### src/rtl/lock_manager_if.sv
// rtl/lock_manager_if.sv - command and ACK stream bundle between accelerators and the lock manager
interface lock_manager_if #(
   parameter int ACC_ID_BITS = 8
);
   logic [63:0]            in_tdata;
   logic                   in_tvalid;
   logic                   in_tready;
   logic [ACC_ID_BITS-1:0] in_tid;
   logic                   in_tlast;

   logic [63:0]            out_tdata;
   logic                   out_tvalid;
   logic                   out_tready;
   logic [ACC_ID_BITS-1:0] out_tdest;
   logic [4:0]             out_tid;

   modport master (
      output in_tdata, in_tvalid, in_tid, in_tlast, out_tready,
      input  in_tready, out_tdata, out_tvalid, out_tdest, out_tid
   );

   modport slave (
      input  in_tdata, in_tvalid, in_tid, in_tlast, out_tready,
      output in_tready, out_tdata, out_tvalid, out_tdest, out_tid
   );
endinterface

### src/rtl/lock_manager.sv
// rtl/lock_manager.sv - hardware lock arbiter (HWR_LOCK_ID 5'h15) for accelerator LOCK/UNLOCK commands
module lock_manager #(
   parameter int ACC_ID_BITS  = 8,
   parameter int NUM_LOCKS    = 16,
   parameter int LOCK_ID_BITS = 8
) (
   input  logic                 clk,
   input  logic                 rst,
   lock_manager_if.slave        bus,
   output logic [NUM_LOCKS-1:0] locks_held,
   output logic [1:0]           err_sticky,
   input  logic                 err_clear
);
   localparam int          IDX_BITS    = (NUM_LOCKS > 1) ? $clog2(NUM_LOCKS) : 1;
   localparam logic [7:0]  CMD_LOCK    = 8'h04;
   localparam logic [7:0]  CMD_UNLOCK  = 8'h06;
   localparam logic [63:0] ACK_OK      = 64'h01;
   localparam logic [63:0] ACK_REJECT  = 64'h00;
   localparam logic [4:0]  HWR_LOCK_ID = 5'h15;

   typedef enum logic [1:0] {
      ST_IDLE,
      ST_DRAIN,
      ST_ACK
   } state_t;

   state_t                 state;
   logic                   is_lock_q;
   logic [ACC_ID_BITS-1:0] owner [NUM_LOCKS];

   logic [7:0]              code;
   logic [LOCK_ID_BITS-1:0] lock_id;
   logic [IDX_BITS-1:0]     idx;
   logic                    id_ok;
   logic                    cmd_lock;
   logic                    cmd_unlock;
   logic                    hs_idle;
   logic                    hs_drain_last;
   logic                    grant;
   logic                    release_ok;
   logic [1:0]              err_set;
   logic                    unused_bits;

   // in_tready depends only on registered state, never on out_tready
   assign bus.in_tready = !rst && (state != ST_ACK);
   assign bus.out_tid   = HWR_LOCK_ID;

   assign code        = bus.in_tdata[7:0];
   assign lock_id     = bus.in_tdata[8 +: LOCK_ID_BITS];
   assign idx         = lock_id[IDX_BITS-1:0];
   assign id_ok       = 32'(lock_id) < NUM_LOCKS;
   assign unused_bits = ^bus.in_tdata[63:8+LOCK_ID_BITS];

   assign cmd_lock      = (code == CMD_LOCK);
   assign cmd_unlock    = (code == CMD_UNLOCK);
   assign hs_idle       = (state == ST_IDLE) && bus.in_tvalid && bus.in_tready;
   assign hs_drain_last = (state == ST_DRAIN) && bus.in_tvalid && bus.in_tready && bus.in_tlast;

   assign grant      = hs_idle && cmd_lock && id_ok && !locks_held[idx];
   assign release_ok = hs_idle && cmd_unlock && id_ok && locks_held[idx]
                       && (owner[idx] == bus.in_tid);

   always_comb begin
      err_set    = 2'b00;
      err_set[0] = hs_idle && cmd_unlock && !release_ok;
      err_set[1] = hs_idle && (((cmd_lock || cmd_unlock) && !id_ok) || !(cmd_lock || cmd_unlock));
   end

   always_ff @(posedge clk or posedge rst) begin
      if (rst) begin
         err_sticky <= 2'b00;
      end else begin
         err_sticky <= (err_clear ? 2'b00 : err_sticky) | err_set;
      end
   end

   always_ff @(posedge clk or posedge rst) begin
      if (rst) begin
         locks_held <= '0;
         for (int i = 0; i < NUM_LOCKS; i++) begin
            owner[i] <= '0;
         end
      end else if (grant) begin
         locks_held[idx] <= 1'b1;
         owner[idx]      <= bus.in_tid;
      end else if (release_ok) begin
         locks_held[idx] <= 1'b0;
      end
   end

   always_ff @(posedge clk or posedge rst) begin
      if (rst) begin
         state          <= ST_IDLE;
         is_lock_q      <= 1'b0;
         bus.out_tvalid <= 1'b0;
         bus.out_tdata  <= '0;
         bus.out_tdest  <= '0;
      end else begin
         case (state)
            ST_IDLE: begin
               if (hs_idle) begin
                  is_lock_q <= cmd_lock;
                  if (cmd_lock) begin
                     bus.out_tdest <= bus.in_tid;
                     bus.out_tdata <= grant ? ACK_OK : ACK_REJECT;
                  end
                  if (!bus.in_tlast) begin
                     state <= ST_DRAIN;
                  end else if (cmd_lock) begin
                     state          <= ST_ACK;
                     bus.out_tvalid <= 1'b1;
                  end
               end
            end
            ST_DRAIN: begin
               // trailing words carry nothing we use; only the tlast beat matters
               if (hs_drain_last) begin
                  if (is_lock_q) begin
                     state          <= ST_ACK;
                     bus.out_tvalid <= 1'b1;
                  end else begin
                     state <= ST_IDLE;
                  end
               end
            end
            ST_ACK: begin
               if (bus.out_tready) begin
                  state          <= ST_IDLE;
                  bus.out_tvalid <= 1'b0;
               end
            end
            default: begin
               state          <= ST_IDLE;
               bus.out_tvalid <= 1'b0;
            end
         endcase
      end
   end
endmodule
### src/flat_wrapper.sv
// flat-port wrapper written by rule: the top's interface ports become plain ports
module lock_manager_flat 
#(
   parameter int ACC_ID_BITS  = 8,
   parameter int NUM_LOCKS    = 16,
   parameter int LOCK_ID_BITS = 8
)
  (clk, rst, locks_held, err_sticky, err_clear, bus_in_tdata, bus_in_tvalid, bus_in_tid, bus_in_tlast, bus_out_tready, bus_in_tready, bus_out_tdata, bus_out_tvalid, bus_out_tdest, bus_out_tid);
  lock_manager_if #(.ACC_ID_BITS(ACC_ID_BITS)) bus_i ();
  input  logic clk;
  input  logic rst;
  output logic [NUM_LOCKS-1:0] locks_held;
  output logic [1:0] err_sticky;
  input  logic err_clear;
  input wire logic [$bits(bus_i.in_tdata)-1:0] bus_in_tdata;
  input wire logic [$bits(bus_i.in_tvalid)-1:0] bus_in_tvalid;
  input wire logic [$bits(bus_i.in_tid)-1:0] bus_in_tid;
  input wire logic [$bits(bus_i.in_tlast)-1:0] bus_in_tlast;
  input wire logic [$bits(bus_i.out_tready)-1:0] bus_out_tready;
  output wire logic [$bits(bus_i.in_tready)-1:0] bus_in_tready;
  output wire logic [$bits(bus_i.out_tdata)-1:0] bus_out_tdata;
  output wire logic [$bits(bus_i.out_tvalid)-1:0] bus_out_tvalid;
  output wire logic [$bits(bus_i.out_tdest)-1:0] bus_out_tdest;
  output wire logic [$bits(bus_i.out_tid)-1:0] bus_out_tid;
  assign bus_i.in_tdata = bus_in_tdata;
  assign bus_i.in_tvalid = bus_in_tvalid;
  assign bus_i.in_tid = bus_in_tid;
  assign bus_i.in_tlast = bus_in_tlast;
  assign bus_i.out_tready = bus_out_tready;
  assign bus_in_tready = bus_i.in_tready;
  assign bus_out_tdata = bus_i.out_tdata;
  assign bus_out_tvalid = bus_i.out_tvalid;
  assign bus_out_tdest = bus_i.out_tdest;
  assign bus_out_tid = bus_i.out_tid;
  lock_manager #(.ACC_ID_BITS(ACC_ID_BITS), .NUM_LOCKS(NUM_LOCKS), .LOCK_ID_BITS(LOCK_ID_BITS)) u_core (.clk(clk), .rst(rst), .bus(bus_i), .locks_held(locks_held), .err_sticky(err_sticky), .err_clear(err_clear));
endmodule
### config.mk
export PLATFORM = sky130hd
export DESIGN_NAME = lock_manager_flat
export DESIGN_NICKNAME = d
export VERILOG_FILES = /design/src/rtl/lock_manager_if.sv /design/src/rtl/lock_manager.sv /design/src/flat_wrapper.sv
export SDC_FILE = /design/constraint.sdc
export NUM_CORES = 1
export LEC_CHECK = 0
export BUFFER_PORTS_ARGS = -buffer_cell sky130_fd_sc_hd__buf_2
export CORE_AREA = 4 4 141 143
export DETAILED_ROUTE_END_ITERATION = 8
export DIE_AREA = 0 0 145 147
export GPL_ROUTABILITY_DRIVEN = 0
export PLACE_DENSITY = 0.67
export REMOVE_ABC_BUFFERS = 1
export SYNTH_ARGS = -nofsm -noshare
export SYNTH_HDL_FRONTEND = slang
export SYNTH_SLANG_ARGS = --single-unit
### constraint.sdc
create_clock -name clk -period 10.85 [get_ports clk]
set_input_delay 0 -clock clk [delete_from_list [all_inputs] [get_ports clk]]
set_output_delay 0 -clock clk [all_outputs]
set_load 0.01 [all_outputs]
; ---- Word-level counts from Yosys, hierarchy flattened
; Cells that the tools add are included.
[totals]
ff_bits = 222
latchBits = 0
mem_bits_rw = 0
mem_bits_ro = 0
in_bits = 78
out_inout_bits = 97
word_cells = 105
memories = 0
[classes]
n_addsub = 0
multipliers = 0
div = 0
n_lt_le_gt_ge = 5
n_eq_ne = 13
shift = 0
mux = 28
bitwise_logic = 5
n_reduce_logical = 31
[op_table]
columns = operator, n
row1 = $bwmux 128, 1
row2 = $bmux 8 s4, 1
row3 = $demux 8 s4, 1
row4 = $mux 16, 2
row5 = $mux 8, 3
row6 = $logic_and 1x1->1, 18
row7 = $and 16x16->16, 1
row8 = $eq 8x3->1 const B, 2
row9 = $not 16->16, 1
row10 = $or 16x16->16, 1
row11 = $mux 2, 7
row12 = $mux 1, 9
row13 = $eq 8x8->1, 1
row14 = $lt 8x5->1 const B, 1
row15 = $ne 2x1->1 const B, 4
row16 = $ne 2x2->1 const B, 3
row17 = $pmux 2 s3, 1
row18 = $reduce_and 6->1, 1
row19 = $ge 5x5->1 const B, 1
row20 = $logic_not 1->1, 5
row21 = $lt 4x5->1 const B, 1
row22 = $lt 5x1->1 const B, 1
row23 = $not 4->5, 1
row24 = $bmux 1 s4, 1
row25 = other kinds (13), 14

; ---- Logic depth before layout (Yosys ltp)
[depth]
depth_word = 10
depth_mapped = 10
ltp_nobuf = 7

; ---- Worst setup path after synthesis
; No wires, ideal clock.
[synth_timing]
path_kind = input-to-reg
from = input rst
to = register u_core.state[0]
setup_time_ns = 0.125
t_arrival_ns = 4.250
path_slack_ns = 6.475
cell_stages = 4
path_buffers = 0
path_cell_list = inv_1 > a31oi_1 > a21oi_1 > mux2_2
[synth_via]
elab_chain_len = 6
[synth_rtl]
columns = item, line
row1 = "start, declared", flat_wrapper.sv:11  ; input logic rst;
row2 = $logic_not 1->1 (no line) *, --
row3 = $logic_and 1x1->1 *, lock_manager.sv:45  ; assign bus.in_tready = !rst && (state != ST_ACK);
row4 = $logic_and 1x1->1 (2 in series), lock_manager.sv:57  ; assign hs_drain_last = (state == ST_DRAIN) && bus.in_tvalid && bus.in_tready && bus.in_tlast;
row5 = $ne 2x1->1 (no line), --
row6 = $reduce_and 4->1 (no line) *, --
row7 = "end signal, assigned", lock_manager.sv:93  ; state <= ST_IDLE;
row8 = "end signal, assigned", lock_manager.sv:108  ; state <= ST_DRAIN;
row9 = "end signal, assigned", lock_manager.sv:110  ; state <= ST_ACK;
row10 = "end, declared", lock_manager.sv:27  ; state_t state;
; Every way passes the cells marked *; elsewhere a longest branch is shown, timed or not.
; A chain may end at the register's enable or synchronous reset.

==> run metrics <==
result of the run=finished, final reports clean; CTS clock-pin slew for the worst setup and hold paths=60 ps; Yosys Warn Count=0; Synth top area share=0.4791; worst endpoint data arrival time=3690 ps; maximum number of buffers from clock root to sink=2; number of flops mapped to enable cells by yosys=0; buffers plus inverters on the worst setup path=2; register area share after synthesis=0.4791; Post-DP HPWL=roughly 12000 um; Synth Register Bits=159; first drt pass iteration count=6; routed wirelength normalized by instance count=19.75 um; Max Clock Skew=10.87 ps; final worst path period share=0.3156; Max Freq=just under 0.3 GHz; count of max-cap constraint violations=0; kind of cell with the highest combined delay on the critical path=buffers and inverters; Async SR Flop Fraction=1.000; setup TNS=0 ps; antenna diode instance count=0; startpoint class of the critical path=input port; Avg Cell Area, Syn=about 13 um2; number of routed nets with antenna violations=0; largest net degree at the start of global routing=86; Area Overhead vs Synth=10.21%; GRT Residual Overflow=0; setup repair after global routing missed its margin=no; row count=50; I/O Pins=between 150 and 200; category of the critical setup timing path=in -> reg; Post-layout nets=~770; core region area=0.01858 mm2; startpoint of the worst-slack reg-to-reg timing path=u_core.state[0]; number of design rule violations left after detail routing=0; crit path cell chain=buf_2 -> buf_4 -> mux4_2 -> mux4_2 -> xor2_1 -> nor4_1 -> o211ai_1 -> nor4_1 -> a21oi_1; TritonCTS Buffers=17; number of buffer cells added on primary ports=between 50 and 60; wire length of the first global-routing pass=29890 um; critical path's slowest cell=sky130_fd_sc_hd__nor4_1; minimum clock period=between 3000 and 4000 ps; number of distinct library cells after synthesis=44; count of vias placed by the detailed router=about 5200; total number of clock tree sinks=~160; synthesized cell area=between 0.008 and 0.009 mm2; origin of the worst min-delay path=bus_in_tid[6]; share of post-route cells with drive strength above 1=0.2419; Die X=~150 um; leading cell types by total area after synthesis=sky130_fd_sc_hd__dfrtp_1 48%, sky130_fd_sc_hd__mux2_1 13%, sky130_fd_sc_hd__buf_4 6.5%, sky130_fd_sc_hd__mux4_2 6.5%, sky130_fd_sc_hd__mux2_2 4.7%; most used flip-flop cell after synthesis=sky130_fd_sc_hd__dfrtp_1; clock latency at the later pin of the worst-skew pair=around 430 ps; Crit path largest cell delay=about 700 ps; number of levels the H-tree was split into=4; root buffer selected by CTS=sky130_fd_sc_hd__clkbuf_16; most frequent standard cell in the layout excluding fill and tap cells=sky130_fd_sc_hd__dfrtp_1; antenna violations before repair=1; data required time of the worst path=11120 ps; largest area contributor in the synthesized netlist=sky130_fd_sc_hd__dfrtp_1; total power per unit cell area=140.2 mW/mm2; Slew Limit Fails=0; final routed wirelength across all metal layers=~19000 um; Die Span Y=approximately 150 um; iteration-0 DRC count of the detailed router=278; total setup violations reported at the end of the flow=0; slew at the pin closest to its max-slew limit=just over 1000 ps; clock tree from TritonCTS=yes; Worst Hold Class=in -> reg; post-cts gate resize count=0; via count of the first global-routing pass=5310; count of final hold-check violations=0; final hold slack=~64 ps; Peak VDD IR=0.1142 mV; leading cell types in the layout, fill and taps excluded=159 x sky130_fd_sc_hd__dfrtp_1, 96 x sky130_fd_sc_hd__mux2_1, 68 x sky130_fd_sc_hd__conb_1; LEAKAGE=roughly 0.0046 uW; endpoint type of the worst setup path=flop; total setup buffers inserted after CTS=0; Max-slew headroom=0.3066; first element of the critical path=bus_in_tdata[9]; instance count of the mapped netlist=about 640; total of hold buffers inserted after clock tree synthesis=9; average vias per placed instance=approximately 5.6; starting utilization of the core area=0.4470; Total Routing Usage GR=0.1790; critical-path maximum fanout=39; DIE AREA=about 0.021 mm2
-- cells by family after synthesis --
family	share of synthesized area
xor gates and xnor gates	0.001055
and+or+nand+nor	0.08692
other	0.0009042
muxes	0.2981
buffers and inverters	0.08707
DFF	0.4791
AOI/OAI and AO/OA	0.04685
-- path summary, 6_finish.rpt --
check | end | slack [ps] | depth (start not counted)
worst max-delay path | flop | 7430 | 9
worst min-delay path | u_core.owner[38] | 60 | 2
worst max register to register | u_core.owner[28] | 7490 | 7
worst min register to register | u_core.bus.out_tdata[0] | 480 | 2
max in group asynchronous | u_core.owner[40] | 9110 | 4
min in group asynchronous | u_core.is_lock_q | 270 | 3
-- cells in the mapped netlist, types with 6 or more instances --
master,count
sky130_fd_sc_hd__dfrtp_1,159
sky130_fd_sc_hd__mux2_1,96
sky130_fd_sc_hd__buf_4,72
sky130_fd_sc_hd__mux2_2,35
sky130_fd_sc_hd__mux2i_1,34
sky130_fd_sc_hd__mux4_2,24
sky130_fd_sc_hd__clkbuf_1,20
sky130_fd_sc_hd__nand2_1,19
sky130_fd_sc_hd__nor2_1,18
sky130_fd_sc_hd__a21oi_1,17
sky130_fd_sc_hd__nand3_1,13
sky130_fd_sc_hd__a22o_1,12
sky130_fd_sc_hd__nor4_1,11
sky130_fd_sc_hd__o21ai_0,11
sky130_fd_sc_hd__inv_1,10
sky130_fd_sc_hd__buf_2,8
sky130_fd_sc_hd__mux2_4,8
sky130_fd_sc_hd__nor2b_1,8
sky130_fd_sc_hd__a22oi_1,6
sky130_fd_sc_hd__nand3b_1,6
sky130_fd_sc_hd__nor3_4,6
sky130_fd_sc_hd__or3_1,6
-- per-stage QoR --
stage / power [uW] / util / std cells / instance area (um2) / worst slack, ps
after global routing: 1331 / 0.4927 / 941 / 9154 / 7152
final: 1284 / 0.4927 / 941 / 9154 / 7426
after CTS: 1295 / 0.4927 / 941 / 9154 / 7414
after floorplan: 660.0 / - / 605 / 7871 / 6475
after detailed placement: 699.2 / 0.4565 / 900 / 8482 / 6963
after global placement: 696.5 / 0.4565 / 900 / 8482 / 7074
-- routing by layer --
metal / vias up / wire length [um] / GRT usage
met5: - / 13 / 0
met4: 2 / 280 / 0.05701
met3: 27 / 1117 / 0.04750
met2: 199 / 8750 / 0.2869
met1: 2697 / 8422 / 0.2401
li1: 2320 / - / -
-- power breakdown --
| group | switching, uW | internal [uW] |
|---|---|---|
| combinational | 65.8 | 26.5 |
| sequential | 2.76 | 595 |
| clock | 233 | 360 |
-- final cells by class --
class                           instances  area [um2]
Clock buffer                           21       440.4
Clock inverter                         11       141.4
Fill cell                            1568        9427
Inverter                               11       46.29
Multi-Input combinational cell        435        3851
Sequential cell                       159        3979
Tap cell                              234       292.8
Timing Repair Buffer                   70       402.9
Power figures use the tool's default switching activity.
